[src/rtl/codemem_loader.sv]
// -----------------------------------------------------------------------------
// codemem_loader
//   Instruction memory for the i281 core with an integrated program loader.
//   After reset the array is cleared to zero one word per cycle. A host then
//   streams blocks of instruction words over a valid/ready interface. Each
//   block is written at consecutive addresses, wrapping modulo DEPTH. The CPU
//   fetch port has a one-cycle registered read and a valid flag. When a fetch
//   and a load write hit the same address in the same cycle, BYPASS selects
//   whether the fetch sees the new word or the old one.
//
// Ports
//   clock        rising-edge clock
//   reset        synchronous, active-high reset
//   load_start   request a load block (honoured only in IDLE)
//   load_base    first write address of the block
//   load_count   number of words in the block, legal range 1..DEPTH
//   load_valid   load_data carries a word this cycle
//   load_data    instruction word to write
//   load_ready   loader accepts a word this cycle (state == LOAD)
//   load_busy    loader not idle (CLEAR or LOAD)
//   load_done    one-cycle pulse after the last word of a block is written
//   load_error   one-cycle pulse when a load_start is rejected
//   fetch_en     fetch request
//   fetch_addr   fetch address
//   fetch_data   registered fetch result
//   fetch_valid  fetch_data comes from the previous cycle's fetch
// -----------------------------------------------------------------------------
module codemem_loader #(
  parameter int DATA_W = 16,
  parameter int ADDR_W = 6,
  parameter bit BYPASS = 1'b1
) (
  input  logic              clock,
  input  logic              reset,
  input  logic              load_start,
  input  logic [ADDR_W-1:0] load_base,
  input  logic [ADDR_W:0]   load_count,
  input  logic              load_valid,
  input  logic [DATA_W-1:0] load_data,
  output logic              load_ready,
  output logic              load_busy,
  output logic              load_done,
  output logic              load_error,
  input  logic              fetch_en,
  input  logic [ADDR_W-1:0] fetch_addr,
  output logic [DATA_W-1:0] fetch_data,
  output logic              fetch_valid
);

  localparam int DEPTH = 1 << ADDR_W;

  // DEPTH expressed in the (ADDR_W+1)-bit width of load_count.
  localparam logic [ADDR_W:0]   DEPTH_CNT = {1'b1, {ADDR_W{1'b0}}};
  localparam logic [ADDR_W:0]   CNT_ONE   = {{ADDR_W{1'b0}}, 1'b1};
  localparam logic [ADDR_W-1:0] ADDR_ONE  = {{(ADDR_W-1){1'b0}}, 1'b1};
  localparam logic [ADDR_W-1:0] ADDR_LAST = {ADDR_W{1'b1}};

  typedef enum logic [1:0] {
    ST_CLEAR = 2'd0,
    ST_IDLE  = 2'd1,
    ST_LOAD  = 2'd2
  } state_t;

  // ---------------------------------------------------------------------------
  // State
  // ---------------------------------------------------------------------------
  state_t            state_q,     state_d;
  logic [ADDR_W-1:0] clr_addr_q,  clr_addr_d;
  logic [ADDR_W-1:0] wr_addr_q,   wr_addr_d;
  logic [ADDR_W:0]   remaining_q, remaining_d;
  logic              done_q,      done_d;
  logic              error_q,     error_d;

  logic [DATA_W-1:0] fetch_data_q;
  logic              fetch_valid_q;

  // Storage array; written through a single port, read through the fetch port.
  logic [DATA_W-1:0] mem [DEPTH];

  // Single shared write port: clear and load never write in the same cycle.
  logic              mem_we;
  logic [ADDR_W-1:0] mem_waddr;
  logic [DATA_W-1:0] mem_wdata;

  logic count_ok;

  assign count_ok = (load_count != '0) && (load_count <= DEPTH_CNT);

  // ---------------------------------------------------------------------------
  // Next-state and write-port logic
  // ---------------------------------------------------------------------------
  always_comb begin
    state_d     = state_q;
    clr_addr_d  = clr_addr_q;
    wr_addr_d   = wr_addr_q;
    remaining_d = remaining_q;
    done_d      = 1'b0;
    error_d     = 1'b0;
    mem_we      = 1'b0;
    mem_waddr   = clr_addr_q;
    mem_wdata   = '0;

    unique case (state_q)
      ST_CLEAR: begin
        mem_we     = 1'b1;
        mem_waddr  = clr_addr_q;
        mem_wdata  = '0;
        clr_addr_d = clr_addr_q + ADDR_ONE;
        if (clr_addr_q == ADDR_LAST) begin
          state_d = ST_IDLE;
        end
      end

      ST_IDLE: begin
        if (load_start) begin
          if (count_ok) begin
            wr_addr_d   = load_base;
            remaining_d = load_count;
            state_d     = ST_LOAD;
          end else begin
            error_d = 1'b1;
          end
        end
      end

      ST_LOAD: begin
        // load_ready is 1 throughout LOAD, so load_valid alone is a handshake.
        if (load_valid) begin
          mem_we      = 1'b1;
          mem_waddr   = wr_addr_q;
          mem_wdata   = load_data;
          wr_addr_d   = wr_addr_q + ADDR_ONE;  // wraps modulo DEPTH
          remaining_d = remaining_q - CNT_ONE;
          if (remaining_q == CNT_ONE) begin
            state_d = ST_IDLE;
            done_d  = 1'b1;
          end
        end
      end

      default: begin
        state_d = ST_CLEAR;
      end
    endcase
  end

  // ---------------------------------------------------------------------------
  // State registers
  // ---------------------------------------------------------------------------
  always_ff @(posedge clock) begin
    if (reset) begin
      state_q     <= ST_CLEAR;
      clr_addr_q  <= '0;
      wr_addr_q   <= '0;
      remaining_q <= '0;
      done_q      <= 1'b0;
      error_q     <= 1'b0;
    end else begin
      state_q     <= state_d;
      clr_addr_q  <= clr_addr_d;
      wr_addr_q   <= wr_addr_d;
      remaining_q <= remaining_d;
      done_q      <= done_d;
      error_q     <= error_d;
    end
  end

  // ---------------------------------------------------------------------------
  // Memory write port. The reset cycle leaves contents untouched, including a
  // word that happens to be presented while a LOAD is being aborted.
  // ---------------------------------------------------------------------------
  always_ff @(posedge clock) begin
    if (mem_we && !reset) begin
      mem[mem_waddr] <= mem_wdata;
    end
  end

  // ---------------------------------------------------------------------------
  // Fetch port: registered read. Fetches are suppressed while clearing so the
  // CPU never sees a partially cleared array. fetch_data holds when idle.
  // ---------------------------------------------------------------------------
  always_ff @(posedge clock) begin
    if (reset) begin
      fetch_data_q  <= '0;
      fetch_valid_q <= 1'b0;
    end else if (state_q == ST_CLEAR) begin
      fetch_valid_q <= 1'b0;
    end else if (fetch_en) begin
      fetch_valid_q <= 1'b1;
      // Outside CLEAR the write port is only driven by the loader, so this
      // forwards the word being loaded this very cycle.
      if (BYPASS && mem_we && (mem_waddr == fetch_addr)) begin
        fetch_data_q <= mem_wdata;
      end else begin
        fetch_data_q <= mem[fetch_addr];
      end
    end else begin
      fetch_valid_q <= 1'b0;
    end
  end

  // ---------------------------------------------------------------------------
  // Outputs
  // ---------------------------------------------------------------------------
  assign load_ready  = (state_q == ST_LOAD);
  assign load_busy   = (state_q != ST_IDLE);
  assign load_done   = done_q;
  assign load_error  = error_q;
  assign fetch_data  = fetch_data_q;
  assign fetch_valid = fetch_valid_q;

endmodule
[config.mk]
export PLATFORM = sky130hd
export DESIGN_NAME = codemem_loader
export DESIGN_NICKNAME = d
export VERILOG_FILES = /design/src/rtl/codemem_loader.sv
export SDC_FILE = /design/constraint.sdc
export NUM_CORES = 1
export LEC_CHECK = 0
export ABC_AREA = 1
export BUFFER_PORTS_ARGS = -buffer_cell sky130_fd_sc_hd__buf_2
export CAP_MARGIN = 10
export CORE_MARGIN = 2
export CORE_UTILIZATION = 35
export CTS_CLUSTER_SIZE = 30
export DETAILED_ROUTE_END_ITERATION = 8
export PLACE_DENSITY_LB_ADDON = 0.08
export SYNTH_ARGS = -nofsm -noshare
export SYNTH_HDL_FRONTEND = slang
export SYNTH_SLANG_ARGS = --single-unit
[constraint.sdc]
create_clock -name clock -period 7.4 [get_ports clock]
set_clock_uncertainty 0.05 [all_clocks]
set_input_delay 0.74 -clock clock [delete_from_list [all_inputs] [get_ports clock]]
set_output_delay 0.74 -clock clock [all_outputs]
set_load 0.02 [all_outputs]
==> metrics.cfg <==
[cells_and_area]
register_area_mm2=0.0316
final_area_mm2=0.0493
n_fill_cell=12000
syn_to_final_growth_pct=13.1
final_util_pct=39.9
n_antenna_cell=0
multiInputGateArea_mm2=0.0109
drive_gt1_share_pct=9.22
nNetsFinal=3925

[setup_path]
arrival_ns=4.47
critical_path_class=reg -> reg
cp-start-kind=flop
crit_path_end_kind=flop
cp_max_fo=20
r2r_cells=7
worstPathRequired_ns=7.66

[grt]
grt_first_pass_wirelength_um=199000
gr-usage-all-layers_pct=21.4
grt_pass1_vias=27500
antenna_found_initial=4
gr-total-overflow=0
grt_start_max_net_pins=163

[floorplan]
die_w_um=357
fp.dieH_um=357
initial_core_util_pct=35.3
floorplan.rows=129
ios=61
core_area_mm2=0.124
dieArea_mm2=0.127

[run]
cap_violations=0

[clock_network]
clock_sinks=1064
numCtsBuffers=118
root_buffer=clkbuf_16
clockBufferDepth=3
clock_latency_ns=0.69
path_clk_slew_ns=0.06
cts.htree.levels=3
cts-hold-fix-buffers=0
cts_setup_buffers=0
cts_tree=done
post_cts_resized=0

[timing]
fin_crit_sh_pct=57.0
fmax_mhz=237
hold_viol_final=0
slew_viol_final=0
tightestPinTransition_ns=1.15
relSlewSlack_pct=23.2
hold_ws_ns=0.315
fin_crit_ns=4.21
rsz0062_at_grt=no
setup_tns_ns=0
setup-violations-final=0

[logic_synthesis]
syn-instance-count=3862
synth-seq-cells=1064
synth_edf_count=1024
synth_warnings=0
ys_seq_area_share_pct=72.4
syn_area_per_cell_um2=11.3
synth_most_common_cell=nand2_1
async_reset_ff_share_pct=0
synth_area_leader_cell=edfxtp_1
yosysTopAreaCellShare_pct=70.5
synthTopCellsByCount=nand2_1 (1,387), edfxtp_1 (1,024), nand3_1 (887), clkbuf_1 (154), nor2_1 (87)
syn_nets=3906
ys_types=32
netlist_area_mm2=0.0436
synthTopCellsByArea=edfxtp_1 (71%), nand2_1 (12%), nand3_1 (10%)
synth_ff_type=edfxtp_1

[min_path]
hold_class=in -> reg
min_path_cells=3

[power]
pwr-share-clk_pct=43.4
p_sw_share_pct=22.7
leakagePower_nw=18.2
ir_drop_mv=0.174
finalPower_mw=12.7
p_seq_share_pct=51.4
p_int_mw=9.80
power_density_mw_per_mm2=257
p_sw_mw=2.88
comb_power_share_pct=5.2

[route]
drtIter0Drc=2682
dr.pass1.iters=8
wl_met3_um=8170
detail-route-antenna-nets=0
route.vias.total=28900
wl_met2_um=61700
top_layer_used=met5
wl_um=137000
drt-met1-wl_um=63400
vias_per_cell=5.14
drcViolationCount=0
post_drt_wl_per_cell_um=24.4

[placement]
gp_congestion=0.804
post-dp-hpwl_um=76200
dpl_cell_area_mm2=0.0457
io_buffer_count=60

[outcome]
outcome=finished clean

sequential cells by signal, summed over array words and instances, names as in the netlist:
signal and flops:
mem 1024, fetch_data 16, remaining_q 7, clr_addr_q 6, wr_addr_q 6, state_q 2
fetch_valid 1, load_done 1, load_error 1
metrics by stage:
| step | worst slack (ns) | std cells |
|---|---|---|
| floorplan | 4.69 | 3862 |
| global placement | 2.88 | 5398 |
| CTS | 3.12 | 5617 |
| detailed placement | 2.89 | 5398 |
| finish | 3.19 | 5617 |
| global route | 2.97 | 5617 |
logic make-up (layout without fill, tap and decap cells):
logic type / after synthesis / count (layout) / synth area share [%]
xor gates and xnor gates: 3 / 3 / 0.0603
and+or+nand+nor: 2399 / 2399 / 23.5
buffers and inverters: 296 / 414 / 2.78
adders and majority gates: 4 / 4 / 0.115
DFF: 1064 / 1064 / 72.4
AOI/OAI and AO/OA: 96 / 96 / 1.20
area by class of cell:
| type | count | area share [%] |
|---|---|---|
| multi-input cells | 2502 | 22.1 |
| flip-flops and latches | 1064 | 64.0 |
| inverters | 56 | 0.469 |
| well taps | 1637 | 4.15 |
| repair buffers | 139 | 2.04 |
| clock buffers | 148 | 6.30 |
| clock inverters | 71 | 0.944 |
routing by layer:
layer  vias up  GRT usage, %
li1      13600             -
met1     14300          31.5
met2       806          32.7
met3       158          3.17
met4         2          6.43
met5         -             0
worst paths after layout:
| path | from | to | slack [ns] |
|---|---|---|---|
| max | state_q[0] | mem[29][12] | 3.19 |
| max reg2reg | state_q[0] | mem[29][12] | 3.19 |
| min | load_start | load_error | 0.32 |
| min reg2reg | remaining_q[6] | remaining_q[6] | 0.42 |
critical path, stage by stage, from the launching register on:
cell and delay (ns):
dfxtp_1 0.37, inv_2 0.11, nand2_2 0.18, nor2_2 0.70
nand2_1 0.19, nand2_2 0.17, nand4_1 0.90, nor2_2 1.14
cells in the final DEF, fill, tap and decap left out, drive strengths merged:
cell type / count
o22ai: 1
a31oi: 2
nand3: 888
buf: 139
nand4: 21
nor2: 90
o31ai: 1
nand2: 1392
bufinv: 5
o21ai: 53
edfxtp: 1024
clkinvlp: 1
nor4: 2
dfxtp: 40
ha: 4
a21oi: 38
nor3: 6
clkbuf: 148
xor2: 3
a211oi: 1
inv: 56
clkinv: 65
power by group through the flow:
stage	logic (mW)	clock network [mW]	registers, mW
2_1_floorplan	0.398	0	6.65
4_1_cts	0.660	5.64	6.52
6_report	0.656	5.51	6.52
3_3_place_gp	0.662	0	6.65
3_5_place_dp	0.659	0	6.65
5_1_grt	0.716	5.87	6.52
No activity file was read; power rests on OpenSTA's default activity.
